## src/rtl/rv_multicycle_ctrl_pkg.sv

```systemverilog
// Shared definitions for the multi-cycle RV32 control slice.
// Holds opcode constants, select-code constants and the FSM state encoding.
package rv_multicycle_ctrl_pkg;

  localparam logic [6:0] OP_R      = 7'b0110011;
  localparam logic [6:0] OP_I      = 7'b0010011;
  localparam logic [6:0] OP_LOAD   = 7'b0000011;
  localparam logic [6:0] OP_STORE  = 7'b0100011;
  localparam logic [6:0] OP_BRANCH = 7'b1100011;
  localparam logic [6:0] OP_JAL    = 7'b1101111;
  localparam logic [6:0] OP_JALR   = 7'b1100111;
  localparam logic [6:0] OP_LUI    = 7'b0110111;
  localparam logic [6:0] OP_AUIPC  = 7'b0010111;

  localparam logic [2:0] IMM_NONE = 3'd0;
  localparam logic [2:0] IMM_I    = 3'd1;
  localparam logic [2:0] IMM_S    = 3'd2;
  localparam logic [2:0] IMM_B    = 3'd3;
  localparam logic [2:0] IMM_J    = 3'd4;
  localparam logic [2:0] IMM_U    = 3'd5;

  localparam logic [2:0] ALU_ADD = 3'b000;
  localparam logic [2:0] ALU_SUB = 3'b001;
  localparam logic [2:0] ALU_AND = 3'b010;
  localparam logic [2:0] ALU_OR  = 3'b011;
  localparam logic [2:0] ALU_XOR = 3'b100;

  localparam logic [1:0] WB_ALU = 2'd0;
  localparam logic [1:0] WB_MEM = 2'd1;
  localparam logic [1:0] WB_PC4 = 2'd2;

  typedef enum logic [2:0] {
    S_FETCH,
    S_DECODE,
    S_EXEC,
    S_MEM,
    S_WB,
    S_TRAP
  } state_t;

endpackage

```

## src/rtl/rv_multicycle_ctrl_decode.sv

```systemverilog
// Combinational decoder: opcode/funct fields to datapath selects, instruction
// class flags and an illegal flag for anything outside the supported subset.
// Ports:
//   opcode, funct3, funct7      in  instruction fields
//   immsel, asel, bsel, alusel  out datapath selects
//   wbsel                       out write-back source
//   is_load/is_store/is_branch/is_jal/is_jalr  out instruction class
//   writes                      out instruction writes rd in EXEC
//   illegal                     out unsupported opcode/funct
module rv_ctrl_decode
  import rv_multicycle_ctrl_pkg::*;
(
  input  logic [6:0] opcode,
  input  logic [2:0] funct3,
  input  logic [6:0] funct7,
  output logic [2:0] immsel,
  output logic       asel,
  output logic       bsel,
  output logic [2:0] alusel,
  output logic [1:0] wbsel,
  output logic       is_load,
  output logic       is_store,
  output logic       is_branch,
  output logic       is_jal,
  output logic       is_jalr,
  output logic       writes,
  output logic       illegal
);

  always_comb begin
    immsel    = IMM_NONE;
    asel      = 1'b0;
    bsel      = 1'b0;
    alusel    = ALU_ADD;
    wbsel     = WB_ALU;
    is_load   = 1'b0;
    is_store  = 1'b0;
    is_branch = 1'b0;
    is_jal    = 1'b0;
    is_jalr   = 1'b0;
    writes    = 1'b0;
    illegal   = 1'b0;
    case (opcode)
      OP_R: begin
        asel   = 1'b1;
        bsel   = 1'b1;
        writes = 1'b1;
        case ({funct7, funct3})
          {7'b0000000, 3'b000}: alusel = ALU_ADD;
          {7'b0100000, 3'b000}: alusel = ALU_SUB;
          {7'b0000000, 3'b111}: alusel = ALU_AND;
          {7'b0000000, 3'b110}: alusel = ALU_OR;
          {7'b0000000, 3'b100}: alusel = ALU_XOR;
          default:              illegal = 1'b1;
        endcase
      end
      OP_I: begin
        immsel = IMM_I;
        asel   = 1'b1;
        writes = 1'b1;
        case (funct3)
          3'b000:  alusel = ALU_ADD;
          3'b111:  alusel = ALU_AND;
          3'b110:  alusel = ALU_OR;
          3'b100:  alusel = ALU_XOR;
          default: illegal = 1'b1;
        endcase
      end
      OP_LOAD: begin
        immsel  = IMM_I;
        asel    = 1'b1;
        wbsel   = WB_MEM;
        is_load = 1'b1;
        illegal = (funct3 != 3'b010);
      end
      OP_STORE: begin
        immsel   = IMM_S;
        asel     = 1'b1;
        is_store = 1'b1;
        illegal  = (funct3 != 3'b010);
      end
      OP_BRANCH: begin
        immsel    = IMM_B;
        is_branch = 1'b1;
        case (funct3)
          3'b000, 3'b001, 3'b100, 3'b101: illegal = 1'b0;
          default:                        illegal = 1'b1;
        endcase
      end
      OP_JAL: begin
        immsel = IMM_J;
        wbsel  = WB_PC4;
        is_jal = 1'b1;
        writes = 1'b1;
      end
      OP_JALR: begin
        immsel  = IMM_I;
        asel    = 1'b1;
        wbsel   = WB_PC4;
        is_jalr = 1'b1;
        writes  = 1'b1;
        illegal = (funct3 != 3'b000);
      end
      OP_LUI: begin
        // rs1 is forced to x0 on the ins bus, so rs1 + U-imm gives the LUI value
        immsel = IMM_U;
        asel   = 1'b1;
        writes = 1'b1;
      end
      OP_AUIPC: begin
        immsel = IMM_U;
        writes = 1'b1;
      end
      default: illegal = 1'b1;
    endcase
  end

endmodule

```

## src/rtl/rv_multicycle_ctrl.sv

```systemverilog
// Multi-cycle control FSM: FETCH -> DECODE -> EXEC -> (MEM -> WB) -> FETCH.
// Owns the PC, latched instruction, retired-instruction counter and sticky
// trap flag; drives datapath selects and the imem/dmem handshakes.
// Ports:
//   clk, rst                 clock, async active-high reset
//   imem_req/ready/rdata     instruction fetch handshake (pc is the address)
//   ins, pc                  latched instruction and current PC
//   regwen, immsel, asel, bsel, alusel, wbsel   datapath controls
//   alu_res, breq, brlt      datapath results back to control
//   dmem_req/we/ready        data access handshake (alu_res is the address)
//   illegal, instret         sticky trap flag, retired-instruction count
module rv_multicycle_ctrl
  import rv_multicycle_ctrl_pkg::*;
#(
  parameter logic [31:0] RESET_PC   = 32'h0000_0000,
  parameter logic        ALIGN_TRAP = 1'b1
) (
  input  logic        clk,
  input  logic        rst,
  output logic        imem_req,
  input  logic        imem_ready,
  input  logic [31:0] imem_rdata,
  output logic [31:0] ins,
  output logic [31:0] pc,
  output logic        regwen,
  output logic [2:0]  immsel,
  output logic        asel,
  output logic        bsel,
  output logic [2:0]  alusel,
  output logic [1:0]  wbsel,
  input  logic [31:0] alu_res,
  input  logic        breq,
  input  logic        brlt,
  output logic        dmem_req,
  output logic        dmem_we,
  input  logic        dmem_ready,
  output logic        illegal,
  output logic [31:0] instret
);

  state_t      state, state_nxt;
  logic [31:0] ins_q;
  logic [31:0] pc_target;
  logic        pc_load;
  logic        br_taken;

  logic [2:0] d_immsel, d_alusel;
  logic [1:0] d_wbsel;
  logic       d_asel, d_bsel, d_load, d_store, d_branch, d_jal, d_jalr;
  logic       d_writes, d_illegal;

  rv_ctrl_decode u_dec (
    .opcode    (ins_q[6:0]),
    .funct3    (ins_q[14:12]),
    .funct7    (ins_q[31:25]),
    .immsel    (d_immsel),
    .asel      (d_asel),
    .bsel      (d_bsel),
    .alusel    (d_alusel),
    .wbsel     (d_wbsel),
    .is_load   (d_load),
    .is_store  (d_store),
    .is_branch (d_branch),
    .is_jal    (d_jal),
    .is_jalr   (d_jalr),
    .writes    (d_writes),
    .illegal   (d_illegal)
  );

  // funct3[2] picks lt vs eq, funct3[0] inverts (bne/bge)
  assign br_taken = (ins_q[14] ? brlt : breq) ^ ins_q[12];

  assign ins = (ins_q[6:0] == OP_LUI) ? {ins_q[31:20], 5'd0, ins_q[14:0]} : ins_q;

  always_comb begin
    state_nxt = state;
    pc_target = pc + 32'd4;
    pc_load   = 1'b0;
    regwen    = 1'b0;
    imem_req  = 1'b0;
    dmem_req  = 1'b0;
    dmem_we   = 1'b0;
    immsel    = IMM_NONE;
    asel      = 1'b0;
    bsel      = 1'b0;
    alusel    = ALU_ADD;
    wbsel     = WB_ALU;
    // Selects stay decoded from DECODE through WB so alu_res is stable
    // for the whole instruction, including the MEM address.
    if (state == S_DECODE || state == S_EXEC || state == S_MEM || state == S_WB) begin
      immsel = d_immsel;
      asel   = d_asel;
      bsel   = d_bsel;
      alusel = d_alusel;
      wbsel  = d_wbsel;
    end
    case (state)
      S_FETCH: begin
        imem_req = 1'b1;
        if (imem_ready) state_nxt = S_DECODE;
      end
      S_DECODE: state_nxt = d_illegal ? S_TRAP : S_EXEC;
      S_EXEC: begin
        if (d_load || d_store) begin
          state_nxt = S_MEM;
        end else begin
          pc_load   = 1'b1;
          regwen    = d_writes;
          state_nxt = S_FETCH;
          if (d_jal)                      pc_target = alu_res;
          else if (d_jalr)                pc_target = alu_res & ~32'd1;
          else if (d_branch && br_taken)  pc_target = alu_res;
        end
      end
      S_MEM: begin
        dmem_req = 1'b1;
        dmem_we  = d_store;
        if (dmem_ready) begin
          if (d_store) begin
            pc_load   = 1'b1;
            state_nxt = S_FETCH;
          end else begin
            state_nxt = S_WB;
          end
        end
      end
      S_WB: begin
        regwen    = 1'b1;
        wbsel     = WB_MEM;
        pc_load   = 1'b1;
        state_nxt = S_FETCH;
      end
      default: state_nxt = S_TRAP;
    endcase
    // Misaligned target: keep the old PC, drop the write, park in TRAP
    if (ALIGN_TRAP && pc_load && (pc_target[1:0] != 2'b00)) begin
      pc_load   = 1'b0;
      regwen    = 1'b0;
      state_nxt = S_TRAP;
    end
    // rst is async; kill strobes combinationally so nothing leaks this cycle
    if (rst) begin
      imem_req = 1'b0;
      dmem_req = 1'b0;
      regwen   = 1'b0;
    end
  end

  always_ff @(posedge clk or posedge rst) begin
    if (rst) begin
      state   <= S_FETCH;
      pc      <= RESET_PC;
      ins_q   <= '0;
      instret <= '0;
      illegal <= 1'b0;
    end else begin
      state <= state_nxt;
      if (state == S_FETCH && imem_ready) ins_q <= imem_rdata;
      if (pc_load) begin
        pc      <= pc_target;
        instret <= instret + 32'd1;
      end
      if (state_nxt == S_TRAP) illegal <= 1'b1;
    end
  end

endmodule
```

## config.mk

```make
export PLATFORM = sky130hd
export DESIGN_NAME = rv_multicycle_ctrl
export DESIGN_NICKNAME = d
export VERILOG_FILES = /design/src/rtl/rv_multicycle_ctrl_pkg.sv /design/src/rtl/rv_multicycle_ctrl_decode.sv /design/src/rtl/rv_multicycle_ctrl.sv
export SDC_FILE = /design/constraint.sdc
export NUM_CORES = 1
export LEC_CHECK = 0
export BUFFER_PORTS_ARGS = -buffer_cell sky130_fd_sc_hd__buf_2
export CAP_MARGIN = 10
export CELL_PAD_IN_SITES_DETAIL_PLACEMENT = 1
export CELL_PAD_IN_SITES_GLOBAL_PLACEMENT = 1
export CORE_AREA = 10 10 128 130
export CTS_CLUSTER_SIZE = 30
export DETAILED_ROUTE_END_ITERATION = 8
export DIE_AREA = 0 0 138 140
export PLACE_DENSITY_LB_ADDON = 0.1
export SYNTH_ARGS = -nofsm -noshare
export SYNTH_HDL_FRONTEND = slang
export SYNTH_SLANG_ARGS = --single-unit
export TNS_END_PERCENT = 10
```

## constraint.sdc

```tcl
create_clock -name clk -period 5.9 [get_ports clk]
set_input_delay 0.885 -clock clk [delete_from_list [all_inputs] [get_ports clk]]
set_output_delay 0.885 -clock clk [all_outputs]
set_load 0.01 [all_outputs]
```

## Word level (Yosys, flattened, before mapping)

Cells that the tools add are included.

- Input port bits: 70
- Output and inout bits: 111
- Logic and storage cells: 105
- Register bits after elaboration: 100

- $add $sub $neg: 2
- Eq/ne operators: 24
- Bitwise gates (word level): 1
- Reduce and logical (&&, ||, !) cells: 22
- Mux-type cells: 51

Operator list:

| cell | number |
|---|---|
| two-way mux 32 bit | 5 |
| adder 32 x 1 -> 32 bit, second input constant | 1 |
| adder 32 x 3 -> 32 bit, second input constant | 1 |
| == test 10 x 3 -> 1 bit, second input constant | 3 |
| one-hot mux 3 bit (5 select lines) | 2 |
| two-way mux 1 bit | 26 |
| == test 7 x 6 -> 1 bit, second input constant | 3 |
| == test 7 bit, second input constant | 3 |
| two-way mux 3 bit | 7 |
| two-way mux 20 bit | 1 |
| == test 3 bit, second input constant | 6 |
| == test 7 x 5 -> 1 bit, second input constant | 2 |
| one-hot mux 3 bit (4 select lines) | 1 |
| OR reduction 6 bit | 2 |
| == test 10 x 9 -> 1 bit, second input constant | 1 |
| logical NOT 10 bit | 1 |
| one-hot mux 3 bit (3 select lines) | 1 |
| OR reduction 4 bit | 2 |
| == test 7 x 2 -> 1 bit, second input constant | 1 |
| == test 3 x 1 -> 1 bit, second input constant | 2 |
| == test 3 x 2 -> 1 bit, second input constant | 2 |
| logical NOT 3 bit | 2 |
| two-way mux 2 bit | 3 |
| one-hot mux 1 bit (6 select lines) | 1 |
| other kinds (13) | 21 |

## Depth between registers and ports, before layout

- Word-level depth: 12
- Gate-level depth with buffers: 9
- Depth with buffers taken out: 7

## By module

A second synthesis with hierarchy kept.

- Cells, all modules: 591
- Area total of the unflattened synthesis: 5,725.5 um2

Modules (own cells, without submodules):

| module | seq. area each (um2) | area an instance (um2) | cells each | instances |
|---|---|---|---|---|
| rv_multicycle_ctrl | 2,502.4 | 5,387.7 | 541 | 1 |
| rv_ctrl_decode | 0.0 | 337.8 | 50 | 1 |

## Least setup slack after synthesis

No wires, ideal clock.

- Kind: input to output
- Start point: input port brlt
- End point: output port regwen
- Path slack: 3,004 ps
- Data arrival time: 2,011 ps
- Stages: 5
- Data required time: 5,015 ps
- Buffers on the path: 0
- Path through: mux2i_1 > xnor2_1 > o211ai_1 > nor3_1 > o221a_2

- Word-level cells in the longest chain between the ends: 12

RTL lines:

| what | RTL line | source |
|---|---|---|
| from (decl) | rv_multicycle_ctrl.sv:33 | `input logic brlt,` |
| two-way mux 1 bit | rv_multicycle_ctrl.sv:71 | `assign br_taken = (ins_q[14] ? brlt : breq) ^ ins_q[12];` |
| XOR 1 bit | rv_multicycle_ctrl.sv:71 |  |
| logical AND 1 bit | rv_multicycle_ctrl.sv:112 | `else if (d_branch && br_taken) pc_target = alu_res;` |
| two-way mux 32 bit | rv_multicycle_ctrl.sv:112 |  |
| two-way mux 32 bit | rv_multicycle_ctrl.sv:111 | `else if (d_jalr) pc_target = alu_res & ~32'd1;` |
| two-way mux 32 bit | rv_multicycle_ctrl.sv:110 | `if (d_jal) pc_target = alu_res;` |
| two-way mux 32 bit | rv_multicycle_ctrl.sv:104 | `if (d_load \|\| d_store) begin` |
| two-way mux 32 bit | rv_multicycle_ctrl.sv:97 | `case (state)` |
| nonzero test 2 bit | rv_multicycle_ctrl.sv:136 | `if (ALIGN_TRAP && pc_load && (pc_target[1:0] != 2'b00)) begin` |
| logical AND 1 bit | rv_multicycle_ctrl.sv:136 |  |
| two-way mux 1 bit | rv_multicycle_ctrl.sv:136 |  |
| two-way mux 1 bit | rv_multicycle_ctrl.sv:142 | `if (rst) begin` |
| to (decl) | rv_multicycle_ctrl.sv:25 | `output logic regwen,` |

No other way between the ends.

## Final worst setup path

- Start point: register state[2]
- End point: output port regwen

- Word-level cells in the longest chain between the ends: 6
- Elaborated cells on any way between the ends: 10
- Those cells by class: 3 x eq/ne; 5 x mux; 2 x reduce/logical

RTL lines:

| what | RTL line | source |
|---|---|---|
| from (decl) | rv_multicycle_ctrl.sv:41 | `state_t state, state_nxt;` |
| from (signal assigned) | rv_multicycle_ctrl.sv:157 | `state <= state_nxt;` |
| == test 3 x 2 -> 1 bit | rv_multicycle_ctrl.sv:97 |  |
| two-way mux 32 bit | rv_multicycle_ctrl.sv:97 |  |
| nonzero test 2 bit | rv_multicycle_ctrl.sv:136 |  |
| logical AND 1 bit | rv_multicycle_ctrl.sv:136 |  |
| two-way mux 1 bit (*) | rv_multicycle_ctrl.sv:136 |  |
| two-way mux 1 bit (*) | rv_multicycle_ctrl.sv:142 |  |

Mark *: on every way between the ends. The rest lies on a longest branch, timed or not.

==> impl_metrics.py <==
metrics = {
    "finish": {
        "syn_to_final_growth_pct": 20.5,
        "final_nets": 790,
        "drive_above_1_share_pct": 33.7,
        "stdcell_count": 904,
    },
    "placement": {
        "pre_cts_ws_ns": 2.46,
        "place_congestion": 0.833,
        "numPortBuffers": 180,
        "dp.cells": 887,
        "dpl.hpwl_um": 12900,
    },
    "timing": {
        "finalHoldViolCount": 0,
        "period_minus_slack_ns": 3.51,
        "fin_crit_sh_pct": 59.6,
        "rsz0062_at_grt": "no",
        "holdWs_ns": 0.466,
        "fmax_mhz": 285,
        "fin_skew_ns": 0.00859,
        "tightest_slew_ns": 0.954,
        "maxSlewViolCount": 0,
        "setup_ws_ns": 2.39,
        "tns_ns": 0,
        "finalSetupViolCount": 0,
        "slew_headroom_pct": 36.4,
    },
    "power": {
        "swShare_pct": 23.9,
        "p_comb_share_pct": 6.1,
        "p_switching_uw": 339,
        "p_seq_share_pct": 50.0,
        "p_int_uw": 1080,
        "power.total_uw": 1420,
        "ir_drop_v": 0.000122,
        "power_density_nw_per_um2": 212,
        "p_leak_uw": 0.00326,
        "p_clk_share_pct": 43.9,
    },
    "synthesis": {
        "netlist_top_cells_count": "dfrtp_1, a21oi_1, nand2_1, nand3_1, mux2_2",
        "yosysWarnings": 0,
        "synth_cell_types": 60,
        "ys_seq_area_share_pct": 44.9,
        "synth_ff_type": "dfrtp_1",
        "syn_area_per_cell_um2": 9.55,
        "synth_area_leader_cell": "dfrtp_1",
        "synth_fp_nets": 655,
        "ys_ff_latch": 100,
        "synth_top_area_share_pct": 44.9,
        "synthesis.area_um2": 5570,
        "synth-edff-count": 0,
        "synth.most_common_cell": "dfrtp_1",
        "postSynthCellCount": 583,
        "async_reset_ff_share_pct": 100,
        "synth_area_leaders": "dfrtp_1, mux2_2, xnor2_1, a21oi_1, buf_4",
    },
    "setup_path": {
        "critPathCaptureType": "output pin",
        "worst_r2r_path_depth": 7,
        "start_kind": "flop",
        "setup.worst_path.start": "state[2]$_DFF_PP0_",
        "worst_ep_required_time_ns": 5.02,
        "r2r_start": "ins_q[3]$_DFFE_PP0P_",
        "arrival_ns": 2.63,
        "r2r_end": "pc[17]$_DFFE_PP0P_",
        "reg2reg_slack_ns": 2.66,
        "path_class": "flop to output pin",
        "crit_end": "regwen",
        "critPathMaxFanout": 13,
    },
    "routing": {
        "routed_wl_um": 17400,
        "post_drt_via_cell_ratio": 5.55,
        "drc": 0,
        "num_vias": 5013,
        "postRouteAntennaNets": 0,
        "dr.first_iter.drc_count": 309,
        "avgRoutedWirePerCell_um": 19.3,
        "first_pass_iters": 4,
    },
    "cts": {
        "clock_latency_ns": 0.35,
        "hold_buffers": 0,
        "cts_setup_buffers": 0,
        "htreeDepth": 3,
        "cts_tree": "done",
        "path_clk_slew_ns": 0.07,
        "clkSinkCount": 100,
        "cts_root_buffer": "clkbuf_16",
        "cts_made_buffers": 9,
        "cts_resized": 0,
        "cts_buffer_depth": 2,
    },
    "global_routing": {
        "antenna_found_initial": 2,
        "first_global_vias": 5302,
        "grt_util_all_layers_pct": 17.7,
        "grt_start_max_net_pins": 90,
        "overflow": 0,
        "grt_pass1_wl_um": 28500,
    },
    "floorplanning": {
        "die_area_um2": 19300,
        "num_rows": 43,
        "start_util_pct": 40.4,
        "pin_count": 181,
        "core_area_um2": 13800,
        "dieHeight_um": 140,
        "die_width_um": 138,
    },
    "run_status": {
        "status": "complete, no violations",
    },
    "job": {
        "max-cap-violations": 0,
    },
    "min_path": {
        "hold_class": "flop to flop",
    },
}
## cell type report
| type | count | area [um2] |
|---|---|---|
| clock buffers | 10 | 239 |
| flip-flops and latches | 100 | 2500 |
| fillers | 1645 | 7060 |
| diodes | 1 | 2.50 |
| multi-input cells | 413 | 2700 |
| repair buffers | 184 | 931 |
| inverters | 10 | 40.0 |
| clock inverters | 6 | 71.3 |
| well taps | 180 | 225 |
## power groups by stage
stage	logic [uW]	registers, uW	clock network (uW)
floorplan	59.4	715	0
global placement	86.1	723	0
detailed placement	88.4	724	0
CTS	88.7	710	641
global route	96.0	713	670
finish	86.2	710	623
## registers in the layout, summed over array words and instances, names as in the netlist
signal   count
instret     32
illegal      1
ins_q       32
state        3
pc          32
## metrics by stage
step / util (%) / cell area (um2)
final: 48.7 / 6710
after global routing: 48.7 / 6710
after CTS: 48.7 / 6710
after detailed placement: 46.4 / 6400
after global placement: 46.4 / 6400
after floorplan: - / 5570
## how the worst min path moves through the flow
stage / from / endpoint / depth (start not counted) / slack, ns
after floorplan: ins_q[15]$_DFFE_PP0P_ / ins_q[15]$_DFFE_PP0P_ / 1 / 0.47
after global placement: illegal$_DFFE_PP0N_ / illegal$_DFFE_PP0N_ / 1 / 0.45
after detailed placement: illegal$_DFFE_PP0N_ / illegal$_DFFE_PP0N_ / 1 / 0.46
after CTS: illegal$_DFFE_PP0N_ / illegal$_DFFE_PP0N_ / 1 / 0.48
after global routing: illegal$_DFFE_PP0N_ / illegal$_DFFE_PP0N_ / 1 / 0.51
final: illegal$_DFFE_PP0N_ / illegal$_DFFE_PP0N_ / 1 / 0.47
## kinds of logic after synthesis
group / synth area share, %
fa+ha+maj: 0.449
simple gates: 20.6
xor+xnor: 5.19
buf+inv: 6.81
flops: 44.9
compound gates: 15.0
mux: 7.01
## layout by cell type, fill, tap and decap left out, types with 3 or more instances in the layout
cell type / n
a21oi_1: 47
and2_1: 5
and3_1: 19
and4_1: 10
buf_2: 180
buf_4: 4
clkbuf_16: 9
dfrtp_1: 100
inv_1: 9
mux2_2: 32
mux2i_1: 3
nand2_1: 40
nand2b_1: 7
nand3_1: 38
nand4_1: 12
nor2_1: 25
nor2b_1: 10
nor3_1: 9
nor3b_1: 3
nor4_1: 9
o211ai_1: 4
o21a_1: 3
o21ai_0: 31
o21ai_1: 3
o22ai_1: 11
o2bb2ai_1: 3
o32ai_1: 3
or2_2: 3
or3_1: 7
xnor2_1: 31
## worst max-delay path: stages, from the launching register on
cell and delay [ns]:
dfrtp_1 0.53, or3b_2 0.59, nor2_1 0.30, and4_1 0.32, nor3_1 0.11, o221a_2 0.29
buf_2 0.14
## metal layers
| metal | vias up | track usage, % | share of wire (%) |
|---|---|---|---|
| li1 | 2367 | - | - |
| met1 | 2496 | 22.0 | 45 |
| met2 | 127 | 29.7 | 49 |
| met3 | 21 | 4.09 | 5.2 |
| met4 | 2 | 5.55 | 1.3 |
| met5 | - | 0 | 0.063 |
(Power assumes the default switching activity.)
